### config.mk
export PLATFORM = sky130hd
export DESIGN_NAME = load_align_unit
export DESIGN_NICKNAME = d
export VERILOG_FILES = /design/src/rtl/load_align_unit_pkg.sv /design/src/rtl/load_extend.sv /design/src/rtl/load_align_unit.sv
export SDC_FILE = /design/constraint.sdc
export NUM_CORES = 1
export LEC_CHECK = 0
export CAP_MARGIN = 20
export CELL_PAD_IN_SITES_DETAIL_PLACEMENT = 0
export CELL_PAD_IN_SITES_GLOBAL_PLACEMENT = 1
export CORE_MARGIN = 8
export CORE_UTILIZATION = 35
export CTS_CLUSTER_SIZE = 8
export DETAILED_ROUTE_END_ITERATION = 12
export PLACE_DENSITY_LB_ADDON = 0.25
export SYNTH_ARGS = -nofsm -noshare
export SYNTH_HDL_FRONTEND = slang
export SYNTH_HIERARCHICAL = 1
export SYNTH_SLANG_ARGS = --single-unit
### constraint.sdc
create_clock -name clk -period 7.05 [get_ports clk]
set_input_delay 1.41 -clock clk [delete_from_list [all_inputs] [get_ports clk]]
set_output_delay 1.41 -clock clk [all_outputs]
set_load 0.005 [all_outputs]
### src/rtl/load_align_unit_pkg.sv
// Shared types and width helpers for the load alignment path.
// Sizes are log2(bytes); the FSM enum is shared with anything that probes the unit.
package load_align_unit_pkg;

  typedef enum logic [2:0] {
    MSIZE_B = 3'd0,
    MSIZE_H = 3'd1,
    MSIZE_W = 3'd2,
    MSIZE_D = 3'd3,
    MSIZE_Q = 3'd4
  } msize_t;

  typedef enum logic [1:0] {
    ST_IDLE  = 2'd0,
    ST_BEAT0 = 2'd1,
    ST_BEAT1 = 2'd2,
    ST_RESP  = 2'd3
  } ld_state_e;

  function automatic int lane_bits(input int data_w);
    return $clog2(data_w / 8);
  endfunction

  function automatic int size_bits(input int data_w);
    return $clog2($clog2(data_w / 8) + 1);
  endfunction

endpackage

### src/rtl/load_extend.sv
// Sign/zero-extends the low (1<<size_i) bytes of data_i to DATA_W; pure combinational, no backpressure.
// A full-width size passes data_i through untouched.
module load_extend
  import load_align_unit_pkg::*;
#(
  parameter int DATA_W = 64
) (
  input  logic [DATA_W-1:0]                     data_i,
  input  logic [$clog2($clog2(DATA_W/8)+1)-1:0] size_i,
  input  logic                                  unsigned_i,
  output logic [DATA_W-1:0]                     data_o
);

  localparam int OB = lane_bits(DATA_W);
  localparam int SW = size_bits(DATA_W);

  logic [DATA_W-1:0] keep;
  logic              sign;

  always_comb begin
    keep = {DATA_W{1'b1}};
    sign = 1'b0;
    for (int k = 0; k < OB; k++) begin
      if (size_i == SW'(k)) begin
        keep = ~({DATA_W{1'b1}} << (8 << k));
        sign = |(data_i & (DATA_W'(1) << ((8 << k) - 1)));
      end
    end
    data_o = (data_i & keep) | (~keep & {DATA_W{sign & ~unsigned_i}});
  end

endmodule

### src/rtl/load_align_unit.sv
// Load aligner: one or two aligned bus beats per request, result at t+2 (one beat) / t+3 (two) / t+1 (exception).
// Holds bus_addr until bus_data_ok and rsp_data until rsp_ready; LOAD_ALIGN_SPLIT_EN enables straddle splitting.
module load_align_unit
  import load_align_unit_pkg::*;
#(
  parameter int DATA_W = 64,
  parameter int ADDR_W = 64
) (
  input  logic                                  clk,
  input  logic                                  resetn,
  input  logic                                  req_valid,
  output logic                                  req_ready,
  input  logic [ADDR_W-1:0]                     req_addr,
  input  logic [$clog2($clog2(DATA_W/8)+1)-1:0] req_size,
  input  logic                                  req_unsigned,
  output logic                                  bus_valid,
  output logic [ADDR_W-1:0]                     bus_addr,
  input  logic                                  bus_data_ok,
  input  logic [DATA_W-1:0]                     bus_data,
  output logic                                  rsp_valid,
  input  logic                                  rsp_ready,
  output logic [DATA_W-1:0]                     rsp_data,
  output logic                                  rsp_exc
);

  localparam int B  = DATA_W / 8;
  localparam int OB = lane_bits(DATA_W);
  localparam int SW = size_bits(DATA_W);

  ld_state_e         state_q;
  logic [ADDR_W-1:0] bus_addr_q;
  logic [OB-1:0]     off_q;
  logic [SW-1:0]     size_q;
  logic              uns_q;
  logic [DATA_W-1:0] rsp_data_q;
  logic              rsp_exc_q;

  logic [OB-1:0]     off_d;
  logic [OB:0]       nbytes_d;
  logic              exc_d;
  logic              two_beat;
  logic [DATA_W-1:0] beat0_dat;
  logic [DATA_W-1:0] ext_in;
  logic [DATA_W-1:0] ext_out;

  assign off_d     = req_addr[OB-1:0];
  assign nbytes_d  = (OB+1)'(1) << req_size;
  // First beat is right-justified so its bytes land in the low result lanes.
  assign beat0_dat = bus_data >> {off_q, 3'b000};

`ifdef LOAD_ALIGN_SPLIT_EN
  logic              two_beat_q;
  logic [DATA_W-1:0] merge_q;
  logic              straddle_d;
  logic [OB:0]       hi_lanes;

  assign straddle_d = ({1'b0, off_d} + nbytes_d) > (OB+1)'(B);
  assign exc_d      = 1'b0;
  assign two_beat   = two_beat_q;
  assign hi_lanes   = (OB+1)'(B) - {1'b0, off_q};
  assign ext_in     = (state_q == ST_BEAT1) ? (merge_q | (bus_data << {hi_lanes, 3'b000}))
                                            : beat0_dat;

  always_ff @(posedge clk) begin
    if (!resetn) begin
      two_beat_q <= 1'b0;
      merge_q    <= '0;
    end else begin
      if (state_q == ST_IDLE && req_valid) two_beat_q <= straddle_d;
      if (state_q == ST_BEAT0 && bus_data_ok) merge_q <= beat0_dat;
    end
  end
`else
  // Without splitting, any access not naturally aligned to its size is refused.
  assign exc_d    = |(off_d & (nbytes_d[OB-1:0] - OB'(1)));
  assign two_beat = 1'b0;
  assign ext_in   = beat0_dat;
`endif

  load_extend #(
    .DATA_W(DATA_W)
  ) u_extend (
    .data_i    (ext_in),
    .size_i    (size_q),
    .unsigned_i(uns_q),
    .data_o    (ext_out)
  );

  always_ff @(posedge clk) begin
    if (!resetn) begin
      state_q    <= ST_IDLE;
      bus_addr_q <= '0;
      off_q      <= '0;
      size_q     <= '0;
      uns_q      <= 1'b0;
      rsp_data_q <= '0;
      rsp_exc_q  <= 1'b0;
    end else begin
      case (state_q)
        ST_IDLE: begin
          if (req_valid) begin
            bus_addr_q <= {req_addr[ADDR_W-1:OB], OB'(0)};
            off_q      <= off_d;
            size_q     <= req_size;
            uns_q      <= req_unsigned;
            rsp_exc_q  <= exc_d;
            if (exc_d) begin
              rsp_data_q <= '0;
              state_q    <= ST_RESP;
            end else begin
              state_q <= ST_BEAT0;
            end
          end
        end
        ST_BEAT0: begin
          if (bus_data_ok) begin
            if (two_beat) begin
              bus_addr_q <= bus_addr_q + ADDR_W'(B);
              state_q    <= ST_BEAT1;
            end else begin
              rsp_data_q <= ext_out;
              state_q    <= ST_RESP;
            end
          end
        end
`ifdef LOAD_ALIGN_SPLIT_EN
        ST_BEAT1: begin
          if (bus_data_ok) begin
            rsp_data_q <= ext_out;
            state_q    <= ST_RESP;
          end
        end
`endif
        ST_RESP: begin
          if (rsp_ready) state_q <= ST_IDLE;
        end
        default: state_q <= ST_IDLE;
      endcase
    end
  end

  assign req_ready = (state_q == ST_IDLE);
  assign bus_valid = (state_q == ST_BEAT0) || (state_q == ST_BEAT1);
  assign bus_addr  = bus_addr_q;
  assign rsp_valid = (state_q == ST_RESP);
  assign rsp_data  = rsp_data_q;
  assign rsp_exc   = rsp_exc_q;

endmodule
# Word level (Yosys, flattened, before mapping)
# Cells that the tools add are included.
classes:
  add_sub_neg: 1
  n_eq_ne: 9
  shift: 2
  reduce_logical: 8
  n_mux: 15
  n_bitwise: 7
ops:
  columns: ["cell", "count"]
  rows:
  - ["2-to-1 mux 64 bit", 6]
  - ["bitwise AND 64 bit", 2]
  - ["one-hot mux 64 bit (2 select lines)", 1]
  - ["inverter 64 bit", 1]
  - ["OR 64 bit", 1]
  - ["right shift 64 x 6 -> 64 bit", 1]
  - ["2-to-1 mux 2 bit", 4]
  - ["== test 2 bit (second input constant)", 3]
  - ["one-hot mux 2 bit (3 select lines)", 1]
  - ["== test 2 x 1 -> 1 bit (second input constant)", 2]
  - ["zero test 2 bit", 2]
  - ["inequality test 2 x 1 -> 1 bit (second input constant)", 2]
  - ["inequality test 2 bit (second input constant)", 2]
  - ["AND reduction 4 bit", 1]
  - ["bitwise AND 3 bit", 1]
  - ["2-to-1 mux 1 bit", 3]
  - ["AND reduction 3 bit", 1]
  - ["OR reduction 3 bit", 1]
  - ["left shift 1 x 2 -> 3 bit (first input constant)", 1]
  - ["subtractor 3 x 1 -> 3 bit (second input constant)", 1]
  - ["AND reduction 2 bit", 1]
  - ["nonzero test 2 bit", 1]
  - ["bitwise AND 1 bit", 1]
  - ["logical OR 1 bit", 1]
  - ["inverter 1 bit", 1]
word_totals:
  inputBits: 136
  register_bits: 134
  out_inout_bits: 132
  elab_cells: 49

# Longest topological paths before layout
depth:
  depth_word: 9
  depth_mapped: 12
  ltp_nobuf: 8

# Cells and area by module
# Netlist, hierarchy kept.
by_module_without_submodules:
  columns: ["module", "area_per_inst_um2", "cells_each", "instances", "seq_area_each_um2"]
  rows:
  - ["load_align_unit", 7026.7, 861, 1, 2682.6]
  - ["load_extend", 860.8, 152, 1, 0.0]

# Worst setup path after synthesis
# Ideal clock, no wire load.
synth_path:
  path_type: "in2reg"
  startpoint: "input bus_data[55]"
  endpoint: "register rsp_data_q[62] (netlist: rsp_data[62])"
  setup_ps: 119
  required_ps: 6931
  slack_ps: 4207
  cell_stages: 8
  arrival_time_ps: 2724
  n_path_buf: 1
  cell_sequence: "mux2_2 > o21ai_0 > mux2i_1 > mux2i_1 > buf_2 > o211ai_1 > nand3_1 > mux2i_1"
synth_between:
  elab_chain_len: 9
synth_rtl:
  columns: ["element", "line_no", "source"]
  rows:
  - ["from (decl)", "load_align_unit.sv:19", "input logic [DATA_W-1:0] bus_data,"]
  - ["right shift 64 x 6 -> 64 bit", "load_align_unit.sv:49", "assign beat0_dat = bus_data >> {off_q, 3'b000};"]
  - ["net beat0_dat[7]", "load_align_unit.sv:42", "logic [DATA_W-1:0] beat0_dat;"]
  - ["2-to-1 mux 1 bit (3 in a row)", "load_extend.sv:24", "if (size_i == SW'(k)) begin"]
  - ["bitwise AND 1 bit", "load_extend.sv:29", "data_o = (data_i & keep) | (~keep & {DATA_W{sign & ~unsigned_i}});"]
  - ["bitwise AND 64 bit", "load_extend.sv:29", null]
  - ["OR 64 bit", "load_extend.sv:29", null]
  - ["net ext_out[62]", "load_align_unit.sv:44", "logic [DATA_W-1:0] ext_out;"]
  - ["2-to-1 mux 64 bit", "load_align_unit.sv:116", "if (bus_data_ok) begin"]
  - ["one-hot mux 64 bit (2 select lines)", "load_align_unit.sv:99", "case (state_q)"]
  - ["to (signal assigned)", "load_align_unit.sv:121", "rsp_data_q <= ext_out;"]
  - ["to (decl)", "load_align_unit.sv:35", "logic [DATA_W-1:0] rsp_data_q;"]
# The timed path passes the listed nets, and every way through them passes these cells. The select of a mux whose other input is x is not followed.
# A chain may end at the register's enable or synchronous reset.

# Worst setup path after layout
layout_path:
  startpoint: "input bus_data[63]"
  endpoint: "register rsp_data_q[45] (netlist: rsp_data[45])"
layout_between:
  elab_cells_between_ends: 9
  classes_between: "shift (1); mux (5); bitwise (3)"
layout_rtl:
  columns: ["element", "line_no"]
  rows:
  - ["right shift 64 x 6 -> 64 bit", "load_align_unit.sv:49"]
  - ["net beat0_dat[15]", "load_align_unit.sv:42"]
  - ["2-to-1 mux 1 bit (2 in a row)", "load_extend.sv:24"]
  - ["bitwise AND 1 bit", "load_extend.sv:29"]
  - ["bitwise AND 64 bit", "load_extend.sv:29"]
  - ["OR 64 bit", "load_extend.sv:29"]
  - ["net ext_out[45]", "load_align_unit.sv:44"]
  - ["2-to-1 mux 64 bit", "load_align_unit.sv:116"]
  - ["one-hot mux 64 bit (2 select lines)", "load_align_unit.sv:99"]
# The timed path passes the listed nets, and every way through them passes these cells. The select of a mux whose other input is x is not followed.

==> out/metrics.yaml <==
cts_buffer_depth: 2
avgSynthCellArea_um2: 7.79
syn_inst: 1013
r2r_start: "off_q[1]"
period_needed_ns: 3.77
yosys.area.top_type: "dfxtp_1"
placedCellCount: 1466
crit_fanout: 24
hold_start: "bus_addr[56]"
ant_nets: 0
multi_input_area_um2: 4540
tightest_slew_ns: 0.902
drcViolationCount: 0
crit_chain: "clkdlybuf4s50_1, mux2i_1, nor2_1, a21oi_1, o21ai_0, nand4bb_1, buf_4, o211ai_1, nand3_1, mux2i_1"
whs_path_depth: 2
p_int_w: 0.00218
grt_max_degree: 78
worst-r2r-cell-count: 10
grt_pass1_vias: 7472
fp.dieArea_um2: 27600
cts_tree: "done"
grt_first_pass_wirelength_um: 44000
power_density_nw_per_um2: 317
yosysSeqAreaShare_pct: 34.0
cts_resized: 0
mostFrequentLayoutCells: "263 x clkdlybuf4s50_1, 248 x nand2_1, 131 x dfxtp_1"
dp_slack_ns: 2.88
crit_buf_inv: 2
rsz0062_at_grt: "no"
syn_to_final_growth_pct: 39.7
fin_crit_sh_pct: 53.5
synth_ff_type: "dfxtp_1"
syn_area_um2: 7890
n_fill_cell: 2177
cts-root-buf: "clkbuf_16"
hp-class: "reg2reg"
hold_end: "bus_addr[56]"
cts_sinks: 134
core-area_um2: 22400
setup.worst_path.end_class: "register"
critPathArrivalTime_ns: 4.12
ios: 268
slew_headroom_pct: 38.7
row_count: 55
ys_top_cells_by_area: "dfxtp_1 34%, mux2i_1 14%, nand2_1 12%"
ys_warn_count: 6
reg2reg_slack_ns: 3.76
power_leakage_nw: 3.94
first_pass_iters: 5
synth-seq-cells: 134
fmax_mhz: 265
pwr-share-comb_pct: 45.3
fp.dieH_um: 166
p_sw_w: 0.00132
rr_endpoint: "rsp_data[45]"
vias: 7689
synth_enable_flop_cells: 0
yosysUniqueCellTypes: 41
globalplace.congestion: 0.846
antenna_found_initial: 1
die_x_um: 166
setup_viol: 0
start_kind: "primary input"
netlist.area_leader.share_pct: 34.0
grt.total_usage_pct: 20.0
finalHoldViolCount: 0
routed_via_density: 5.13
wire_per_inst_um: 19.2
numCtsBuffers: 17
crit_required_ns: 7.39
fin_cells: 1500
grt-ovfl-total: 0
cts.clk_slew.worst_paths_ns: 0.07
crit_family: "buffers and inverters"
drive_gt1_share_pct: 7.01
drv_cap: 0
worstSkewPairLatency_ns: 0.41
cpPeakStageDelay_ns: 0.52
drtIter0Drc: 475
port_buffers: 264
drt-total-wl_um: 28700
htree_levels: 4
swShare_pct: 37.7
status: "finished, final reports clean"
peakVddDrop_v: 0.000178
p_clk_share_pct: 26.5
synthArstFlopShare_pct: 0
cp_common_cell: "mux2i_1"
critPathSlowestCell: "clkdlybuf4s50_1"
finalMaxSlewViolations: 0
cts_setup_buffers: 0
seq_area_um2: 2690
path_class: "in2reg"
finalWorstSetupSlack_ns: 3.28
fin_worst_skew_ns: 0.00979
pwr-share-seq_pct: 28.2
tns_ns: 0
start_util_pct: 35.3
final_nets: 1340
hpwlAfterDp_um: 20800
hold_buffers: 0
mostFrequentLayoutCell: "clkdlybuf4s50_1"
## power by group through the flow
stage               clock network (W)  registers [W]  logic, W
finish                       0.000927       0.000984   0.00158
global route                 0.000984        0.00100   0.00173
CTS                          0.000950       0.000986   0.00158
detailed placement                  0        0.00100   0.00158
global placement                    0       0.000998   0.00158
floorplan                           0       0.000985   0.00110
## how the worst max path moves through the flow
stage	start	endpoint	slack, ns	cells after the start
CTS	bus_data[63]	rsp_data[45]	3.31	10
global placement	bus_data[63]	rsp_data[45]	2.88	10
global route	bus_data[63]	rsp_data[45]	3.13	10
finish	bus_data[63]	rsp_data[45]	3.28	10
detailed placement	bus_data[63]	rsp_data[45]	2.88	10
floorplan	bus_data[55]	rsp_data[62]	4.21	8
## sequential cells by signal, summed over array words and instances, names as in the netlist
signal	cells
bus_addr	61
off_q	3
rsp_data	64
rsp_exc	1
size_q	2
state_q	2
uns_q	1
## stage by stage
| step | instance area (um^2) | total power [W] | hold WS [ns] | util (%) |
|---|---|---|---|---|
| floorplan | 7900 | 0.00208 | 0.451 | - |
| CTS | 11000 | 0.00352 | 0.454 | 49.1 |
| finish | 11000 | 0.00349 | 0.451 | 49.3 |
| global route | 11000 | 0.00372 | 0.477 | 49.2 |
| detailed placement | 10400 | 0.00258 | 0.446 | 46.4 |
| global placement | 10400 | 0.00257 | 0.439 | 46.4 |
## logic make-up (layout without fill, tap and decap cells)
group,count (synthesis),after routing,synth area share [%]
simple gates,417,417,22.4
fa+ha+maj,3,3,0.476
other cells,1,5,0.0475
flops,134,134,34.0
compound gates,197,197,16.6
buf+inv,125,323,8.79
mux,136,136,17.7
## cells in the mapped netlist (4+ instances only)
master,n
a21boi_0,58
a21boi_1,9
a21oi_1,19
and2_1,5
and3_1,8
buf_1,4
buf_12,6
buf_2,38
buf_4,15
clkbuf_1,49
dfxtp_1,134
inv_1,10
mux2_2,22
mux2i_1,113
nand2_1,249
nand3_1,104
nor2_1,43
o211ai_1,36
o21ai_0,37
o21ai_1,16
o22ai_1,7
o2bb2ai_1,5
## layer usage
layer | routed length, um | vias to the layer above | GRT usage [%]
met3 | 3140 | 21 | 9.34
met2 | 12800 | 303 | 31.1
met5 | 8 | - | 0
li1 | - | 3829 | -
met4 | 338 | 2 | 5.10
met1 | 12500 | 3534 | 24.6
## worst reg2reg max path, delay by kind of cell, from the launching register on
| kind | cells | cell delay (ns) |
|---|---|---|
| buffers and inverters | 2 | 0.99 |
| muxes | 2 | 0.41 |
| DFF | 1 | 0.31 |
| and+or+nand+nor | 3 | 0.71 |
| AOI/OAI and AO/OA | 3 | 0.79 |
## cell type report
| cell class | instances | area share [%] |
|---|---|---|
| multi-input combinational | 756 | 41.2 |
| tap | 285 | 3.24 |
| antenna | 2 | 0.0454 |
| timing repair buffer | 282 | 25.4 |
| clock inverter | 13 | 1.58 |
| clock buffer | 18 | 3.89 |
| sequential | 134 | 24.4 |
| inverter | 10 | 0.341 |
(Power assumes the default switching activity.)
